[src/rtl/logic_ops_pkg.sv]
// ============================================================================
// Module   : logic_ops_pkg
// Brief    : Opcode encodings and per-bit evaluator for the shared logic unit.
// Revision : 1.0
// ============================================================================
`default_nettype none

package logic_ops_pkg;

    localparam int OP_W = 2;

    localparam logic [OP_W-1:0] OP_NOT = 2'b00;
    localparam logic [OP_W-1:0] OP_AND = 2'b01;
    localparam logic [OP_W-1:0] OP_OR  = 2'b10;
    localparam logic [OP_W-1:0] OP_XOR = 2'b11;

    function automatic logic op_bit(input logic [OP_W-1:0] op,
                                    input logic a,
                                    input logic b);
        logic r;
        case (op)
            OP_NOT:  r = ~a;
            OP_AND:  r = a & b;
            OP_OR:   r = a | b;
            default: r = a ^ b;
        endcase
        return r;
    endfunction

endpackage

`default_nettype wire

[src/rtl/rr_arbiter.sv]
// ============================================================================
// Module   : rr_arbiter
// Brief    : Combinational round-robin pick starting at ptr; gated by en.
// Revision : 1.0
// ============================================================================
`default_nettype none

module rr_arbiter #(
    parameter int NREQ = 4
) (
    input  logic [NREQ-1:0]         req,
    input  logic [$clog2(NREQ)-1:0] ptr,
    input  logic                    en,
    output logic [NREQ-1:0]         gnt
);

    localparam int c_IW = $clog2(NREQ);
    localparam int c_SW = c_IW + 1;

    logic [NREQ-1:0] w_gnt;
    logic            w_found;
    logic [c_SW-1:0] w_sum;
    logic [c_IW-1:0] w_idx;

    // Walk ptr, ptr+1, ... with wrap at NREQ (NREQ need not be a power of two).
    always_comb begin
        w_gnt   = '0;
        w_found = 1'b0;
        w_sum   = '0;
        w_idx   = '0;
        for (int i = 0; i < NREQ; i++) begin
            w_sum = {1'b0, ptr} + c_SW'(i);
            w_idx = c_IW'((w_sum >= c_SW'(NREQ)) ? (w_sum - c_SW'(NREQ)) : w_sum);
            if (en && !w_found && req[w_idx]) begin
                w_gnt[w_idx] = 1'b1;
                w_found      = 1'b1;
            end
        end
    end

    assign gnt = w_gnt;

endmodule

`default_nettype wire

[src/rtl/logic_unit_arbiter.sv]
// ============================================================================
// Module   : logic_unit_arbiter
// Brief    : Round-robin shared bitwise logic unit with registered result and
//            valid/ready output handshake.
// Revision : 1.0
// ============================================================================
`default_nettype none

module logic_unit_arbiter
    import logic_ops_pkg::*;
#(
    parameter int N    = 5,
    parameter int NREQ = 4
) (
    input  logic                    clk,
    input  logic                    rst_n,
    input  logic [NREQ-1:0]         req,
    input  logic [NREQ*N-1:0]       op_a,
    input  logic [NREQ*N-1:0]       op_b,
    input  logic [NREQ*OP_W-1:0]    op_sel,
    output logic [NREQ-1:0]         gnt,
    output logic                    res_valid,
    input  logic                    res_ready,
    output logic [N-1:0]            res_data,
    output logic [$clog2(NREQ)-1:0] res_id,
    output logic [15:0]             op_count
);

    localparam int c_IW = $clog2(NREQ);

    logic            r_valid;
    logic [N-1:0]    r_data;
    logic [c_IW-1:0] r_id;
    logic [c_IW-1:0] r_ptr;
    logic [15:0]     r_count;

    logic            w_accept;
    logic [NREQ-1:0] w_gnt;
    logic [c_IW-1:0] w_idx;
    logic [c_IW-1:0] w_ptr_nxt;
    logic [N-1:0]    w_a;
    logic [N-1:0]    w_b;
    logic [OP_W-1:0] w_op;
    logic [N-1:0]    w_res;

    // rst_n in the accept term keeps gnt low for the whole reset interval.
    assign w_accept = rst_n && (|req) && (!r_valid || res_ready);

    rr_arbiter #(
        .NREQ (NREQ)
    ) u_rr_arbiter (
        .req (req),
        .ptr (r_ptr),
        .en  (w_accept),
        .gnt (w_gnt)
    );

    always_comb begin
        w_idx = '0;
        for (int i = 0; i < NREQ; i++) begin
            if (w_gnt[i]) begin
                w_idx = w_idx | c_IW'(i);
            end
        end
    end

    assign w_a       = op_a[int'(w_idx)*N +: N];
    assign w_b       = op_b[int'(w_idx)*N +: N];
    assign w_op      = op_sel[int'(w_idx)*OP_W +: OP_W];
    assign w_ptr_nxt = (w_idx == c_IW'(NREQ-1)) ? '0 : (w_idx + c_IW'(1));

    for (genvar b = 0; b < N; b++) begin : g_bit
        assign w_res[b] = op_bit(w_op, w_a[b], w_b[b]);
    end

    // Accept overwrites even while consuming, so back-to-back results have no bubble.
    always_ff @(posedge clk or negedge rst_n) begin
        if (!rst_n) begin
            r_valid <= 1'b0;
            r_data  <= '0;
            r_id    <= '0;
            r_ptr   <= '0;
            r_count <= '0;
        end else if (w_accept) begin
            r_valid <= 1'b1;
            r_data  <= w_res;
            r_id    <= w_idx;
            r_ptr   <= w_ptr_nxt;
            r_count <= r_count + 16'd1;
        end else if (r_valid && res_ready) begin
            r_valid <= 1'b0;
        end
    end

    assign gnt       = w_gnt;
    assign res_valid = r_valid;
    assign res_data  = r_data;
    assign res_id    = r_id;
    assign op_count  = r_count;

endmodule

`default_nettype wire

[config.mk]
export PLATFORM = sky130hd
export DESIGN_NAME = logic_unit_arbiter
export DESIGN_NICKNAME = d
export VERILOG_FILES = /design/src/rtl/logic_ops_pkg.sv /design/src/rtl/rr_arbiter.sv /design/src/rtl/logic_unit_arbiter.sv
export SDC_FILE = /design/constraint.sdc
export NUM_CORES = 1
export LEC_CHECK = 0
export CAP_MARGIN = 20
export CORE_UTILIZATION = 41
export DETAILED_ROUTE_END_ITERATION = 7
export PLACE_DENSITY = 0.84
export REMOVE_ABC_BUFFERS = 1
export SLEW_MARGIN = 20
export SYNTH_ARGS = -nofsm -noshare
export SYNTH_HDL_FRONTEND = slang
export SYNTH_SLANG_ARGS = --single-unit
[constraint.sdc]
create_clock -name clk -period 4.37 [get_ports clk]
set_input_delay 0.6555 -clock clk [delete_from_list [all_inputs] [get_ports clk]]
set_output_delay 0.6555 -clock clk [all_outputs]
set_load 0.01 [all_outputs]
# Word level (Yosys, flattened, before mapping)
# Cells that the tools add are included.
totals:
  register_bits: 26
  inputBits: 55
  output_inout_bits: 28
  word_cells: 116
classes:
  n_addsub: 9
  mul: 1
  n_lt_le_gt_ge: 12
  n_eq_ne: 3
  shifts: 3
  n_mux: 38
  bitwise: 23
  reduce_logical: 22
ops:
  columns: ["operator", "n"]
  rows:
  - ["$shiftx 20x32->5", 1]
  - ["$shiftx 20x6->5", 1]
  - ["$add 16x1->16 const B", 1]
  - ["$mux 4", 4]
  - ["$pmux 1 s3", 5]
  - ["$logic_and 1x1->1", 14]
  - ["$mux 1", 14]
  - ["$mux 2", 7]
  - ["$lt 2x3->1 const B", 4]
  - ["$or 4x4->4", 3]
  - ["$ge 3x3->1 const B", 3]
  - ["$bmux 1 s2", 4]
  - ["$demux 1 s2", 4]
  - ["$ge 2x1->1 const B", 4]
  - ["$shiftx 8x4->2", 1]
  - ["$sub 2x1->2 const B", 4]
  - ["$add 2x2->3 const B", 2]
  - ["$and 1x1->1", 5]
  - ["$mul 2x3->5 const B", 1]
  - ["$not 1->1", 5]
  - ["$or 1x1->1", 5]
  - ["$xor 1x1->1", 5]
  - ["$eq 2x2->1 const B", 2]
  - ["$logic_not 1->1", 4]
  - ["other kinds (8)", 8]

# Depth between registers and ports, before layout
# Gate-level depths: netlist of run 1.
logic_depth:
  ltp_word: 25
  ltp_mapped: 17
  ltp_nobuf: 15

# Modules after synthesis
# From an unflattened synthesis of run 1, not the netlist that was laid out.
unflattened:
  hier_cells: 223
  hier_area_um2: 2129.5
by_module_without_submodules:
  columns: ["module", "instances", "cells_per_inst", "area_each_um2", "seq_area_each_um2"]
  rows:
  - ["logic_unit_arbiter", 1, 182, 1766.7, 650.6]
  - ["rr_arbiter", 1, 41, 362.8, 0.0]

# Worst setup path after synthesis of run 1
# OpenSTA, ideal clock, no wires.
synth_timing:
  path_kind: "flip-flop to flip-flop"
  startpoint: "reg r_ptr[0]"
  endpoint: "reg r_data[0], in the netlist res_data[0]"
  setup_time_ns: 0.126
  arrival_ns: 4.235
  t_required_ns: 4.244
  path_slack_ns: 0.009
  stages_incl_launch_ff: 17
  n_path_buf: 3
  synth_period_minus_slack_ns: 4.361
  path_cell_list: "dfrtp_1 -> buf_2 -> inv_1 -> ha_1 -> mux4_2 -> or4_4 -> a2111oi_2 -> nor2_1 -> buf_4 -> buf_4 -> nand2_1 -> nand2_1 -> a221o_1 -> ha_1 -> a221o_1 -> o2111a_1 -> a221o_1"
synth_via:
  elab_chain_cells: 25
  word_cells_on_any_way: 78
  classes_between: "7 x add/sub; 1 x mul; 12 x order compare; 2 x eq/ne; 3 x shift; 31 x mux; 7 x bitwise; 15 x reduce/logical"
synth_lines:
  columns: ["item", "line_no", "rtl"]
  rows:
  - ["from (decl)", "logic_unit_arbiter.sv:34", "logic [c_IW-1:0] r_ptr;"]
  - ["from (signal assigned)", "logic_unit_arbiter.sv:88", "r_ptr <= w_ptr_nxt;"]
  - ["parallel branches: the longest is 17 deep, another holds $add 2x1->3", null, null]
  - ["$mux 4 *", "rr_arbiter.sv:34", "if (en && !w_found && req[w_idx]) begin"]
  - ["$mux 1", "logic_unit_arbiter.sv:61", "if (w_gnt[i]) begin"]
  - ["$mux 2", "logic_unit_arbiter.sv:61", null]
  - ["$mux 2 *", "logic_unit_arbiter.sv:61", null]
  - ["$mul 2x3->5", "logic_unit_arbiter.sv:67, logic_unit_arbiter.sv:68", null]
  - ["$shiftx 20x32->5 / $shiftx 20x6->5 (equally long branches)", "logic_unit_arbiter.sv:67, logic_unit_arbiter.sv:68", null]
  - ["$xor 1x1->1 (tied with other cells)", "logic_ops_pkg.sv:25", "default: r = a ^ b;"]
  - ["$pmux 1 s3 *", "logic_ops_pkg.sv:21", "case (op)"]
  - ["to (signal assigned)", "logic_unit_arbiter.sv:86", "r_data <= w_res;"]
  - ["to (decl)", "logic_unit_arbiter.sv:32", "logic [N-1:0] r_data;"]
# Mark *: on every way between the ends. The select of a mux whose other input is x is not followed.
# A chain may end at the register's enable or synchronous reset.

# Worst setup path in the final report of run 1
layout_timing:
  startpoint: "reg r_ptr[1]"
  endpoint: "reg r_data[0], in the netlist res_data[0]"
layout_via:
  word_cells_on_any_way: 78
  classes_between: "7 x add/sub; 1 x mul; 12 x order compare; 2 x eq/ne; 3 x shift; 31 x mux; 7 x bitwise; 15 x reduce/logical"
layout_lines:
  columns: ["item", "line_no", "rtl"]
  rows:
  - ["parallel branches: the longest is 17 deep, another holds $add 2x1->3", null, null]
  - ["$mux 4 *", "rr_arbiter.sv:34", null]
  - ["$mux 2", "logic_unit_arbiter.sv:61", null]
  - ["$mux 2 *", "logic_unit_arbiter.sv:61", null]
  - ["net w_idx[1]", "logic_unit_arbiter.sv:39", "logic [c_IW-1:0] w_idx;"]
  - ["$mul 2x3->5", "logic_unit_arbiter.sv:67, logic_unit_arbiter.sv:68", null]
  - ["$shiftx 20x32->5 / $shiftx 20x6->5 (equally long branches)", "logic_unit_arbiter.sv:67, logic_unit_arbiter.sv:68", null]
  - ["$xor 1x1->1 (tied with other cells)", "logic_ops_pkg.sv:25", null]
  - ["$pmux 1 s3 *", "logic_ops_pkg.sv:21", null]
# Mark *: on every way through the listed nets, which the timed path passes. The select of a mux whose other input is x is not followed.

==> results of run 1 <==
==> worst max-delay path, stage by stage, from the launching register on <==
cell and delay, ps:
dfrtp_1 480, inv_1 130, ha_1 340, mux4_2 520, or4_4 540, a2111oi_2 400
nor2_2 140, buf_4 250, inv_2 80, nand2_1 50, nand2_1 50, a221o_1 160
ha_1 230, a221o_1 260, o2111a_1 130, a221o_1 250
==> through the flow <==
| step | cells | power [mW] |
|---|---|---|
| after floorplan | 238 | 1.05 |
| after global placement | 401 | 1.42 |
| after detailed placement | 401 | 1.44 |
| after CTS | 405 | 1.65 |
| after global routing | 405 | 1.78 |
| final | 405 | 1.64 |
==> routing by layer <==
layer	vias to the layer above	global-route usage	share of wire
met5	-	0	0
met4	0	0.0269	0.0086
met3	8	0.0251	0.027
met2	41	0.401	0.52
met1	1096	0.262	0.44
li1	1094	-	-
==> Yosys cell counts (all sizes together) (3+ instances only) <==
library cell / number
inv: 11
and4: 5
nor2: 23
a21boi: 4
and3: 6
nand3b: 3
mux2i: 6
xor2: 3
clkbuf: 4
a32oi: 4
mux4: 4
a22oi: 4
a221oi: 4
nand3: 4
nand2: 41
ha: 14
o211ai: 6
nand4: 4
o21bai: 4
dfrtp: 26
a21oi: 8
and2: 3
o21ai: 3
a21o: 3
a211oi: 12
a221o: 3
buf: 8
xnor2: 12
==> layout make-up <==
type	count	area, um^2	area share
multi-input combinational	201	1500	0.461
timing repair buffer	93	903	0.278
sequential	26	651	0.200
tap	70	87.6	0.0269
clock buffer	3	41.3	0.0127
inverter	11	41.3	0.0127
clock inverter	1	30.0	0.00923
==> sequential cells by signal (all words and copies together) (netlist names) <==
name	flops
op_count	16
r_ptr	2
res_data	5
res_id	2
res_valid	1
==> final timing paths <==
| path | to | depth (start not counted) |
|---|---|---|
| worst min register to register | res_id[0] | 2 |
| worst max-delay path | res_data[0] | 15 |
| worst min-delay path | res_id[0] | 2 |
| min in group asynchronous | op_count[14] | 2 |
| max in group asynchronous | op_count[8] | 2 |
| worst max register to register | res_data[0] | 15 |
==> cell families (layout without fill, tap and decap cells) <==
family | count (synthesis) | in the layout
simple gates | 98 | 98
compound gates | 63 | 63
flops | 26 | 26
buf+inv | 23 | 108
xor+xnor | 15 | 15
fa+ha+maj | 14 | 14
mux | 11 | 11
==> where the power goes <==
part           internal, mW  switching [mW]
Clock                 0.123          0.0749
Sequential            0.306          0.0668
Combinational         0.526           0.545
Total                 0.955           0.687
==> results.md, run 1 <==
- Compound-Gate Fraction of Synth Area: 0.244
- Final core occ: 0.625
- Xor/xnor share of the synthesized area: 0.0580
- Commonest cells after routing, fill and taps aside: clkdlybuf4s50_1, nand2_1, dfrtp_1
- Post-synth EDFFs: 0
- Root buf cell: clkbuf_8
- Top-area cell type share of the netlist area: 0.287
- Tmin final: 4120 ps
- Synth Area in Simple Gates: 0.210
- Layout area overhead: 43.6%
- Post-synth ARST share: 1.00
- Clock Sinks: 26
- Vias in the first global route: 2,234
- Placer congestion estimate: 0.791
- Max-slew headroom: 0.674
- Main combinational cell family by area after synthesis: compound AO/OA/AOI/OAI gates
- Sequential fraction of the synthesis area: 0.287
- CP arrival: 4290 ps
- Port bufs: 82
- Setup CP Type: flip-flop to flip-flop
- FF-to-FF Start: r_ptr[1]
- DRC violations left: 0
- Remaining Overflow, GRT: 0
- TritonCTS clock tree: done
- Die width: 76.3 um
- Post-CTS setup buffer count: 0
- Final setup TNS: 0 ps
- FP Rows: 26
- Worst EP required: 4540 ps
- RSZ-0062 raised after global routing: no
- H-tree Lvls: 1
- Placeable core area: 5200 um^2
- Initial Util: 0.435
- Count of cell types in the netlist: 53
- Via count: 2,239
- Worst-skew pair later-pin latency: 270 ps
- Final HPWL DP: 4630 um
- Cts-stage hold buffer count: 0
- Most common cell after layout, fill and taps aside: clkdlybuf4s50_1
- Class of the worst hold path: flip-flop to flip-flop
- Worst-Margin Slew: 476 ps
- First-pass GRT wire length: 10,200 um
- Detailed Route WL: 5960 um
- NumNets Final: 405
- CP startpoint kind: flip-flop
- Slew Limit Fails: 0
- Adder-cell share of the synthesized area: 0.0773
- Setup ws final: 246 ps
- WL per Instance: 14.7 um
- Tot GR Track Use: 0.212
- Hold_ws: 482 ps
- Clock Tree Buf Depth: 2
- Ys Warns: 0
- PD cells: 505 nW/um^2
- Antenna cells: 0
- # Max-Cap Violations: 0
- Area leader, netlist: dfrtp_1
- Worst Path Max Fanout: 19
- CTS Buf Count: 3
- Worst Setup SP: r_ptr[1]
- Die Y: 76.3 um
- Post_cts resized: 0
- Mux share of post-synthesis cell area: 0.0712
- Tcrit/Tclk final: 0.944
- DRT Pass-1 Iters: 4
- Synth area leaders: dfrtp_1, ha_1, nand2_1
- Placement-stage cell area: 3180 um^2
- Max IR drop VDD: 394 uV
- Largest net degree at the start of global routing: 27
- # IOs: 83
- Number of routed nets with antenna violations: 0
- Worst hold start: res_id[0]
- Cells after synthesis: 250
- Status: complete, no violations
- Initial DRC count: 111
- Die area: 5830 um^2
- Syn_area_per_cell: 9.06 um^2
- Final setup fails: 0
- Final Cell Area: 3250 um^2
- Fillers: 447
- Register-to-Register Setup Slack: 250 ps
- Leakage: 1.34 nW
- Vias per inst: 5.53
- Dpl ws: 70.2 ps
- Fmax: 0.243 GHz
- Post-synthesis sequential element count: 26
- Clock slew at reported path FFs: 90 ps
- Layout cells sized above 1: 0.119
- Setup crit end kind: flip-flop
- Synthesized cell area: 2270 um^2
- Final hold vios: 0
- Worst-case clock skew: 6.52 ps
- Main synth FF type: dfrtp_1
- Initial antenna violation count: 0
No activity file was read; power rests on OpenSTA's default activity.
==> run 2, diff against run 1 <==
--- a/config.mk
+++ b/config.mk
@@ -5,7 +5,7 @@
 export SDC_FILE = /design/constraint.sdc
 export NUM_CORES = 1
 export LEC_CHECK = 0
-export CAP_MARGIN = 20
+export CAP_MARGIN = 30
 export CORE_UTILIZATION = 41
 export DETAILED_ROUTE_END_ITERATION = 7
 export PLACE_DENSITY = 0.84
==> results of run 2 <==
Same layout as run 1: the final DEF is identical, and so are final timing and power.
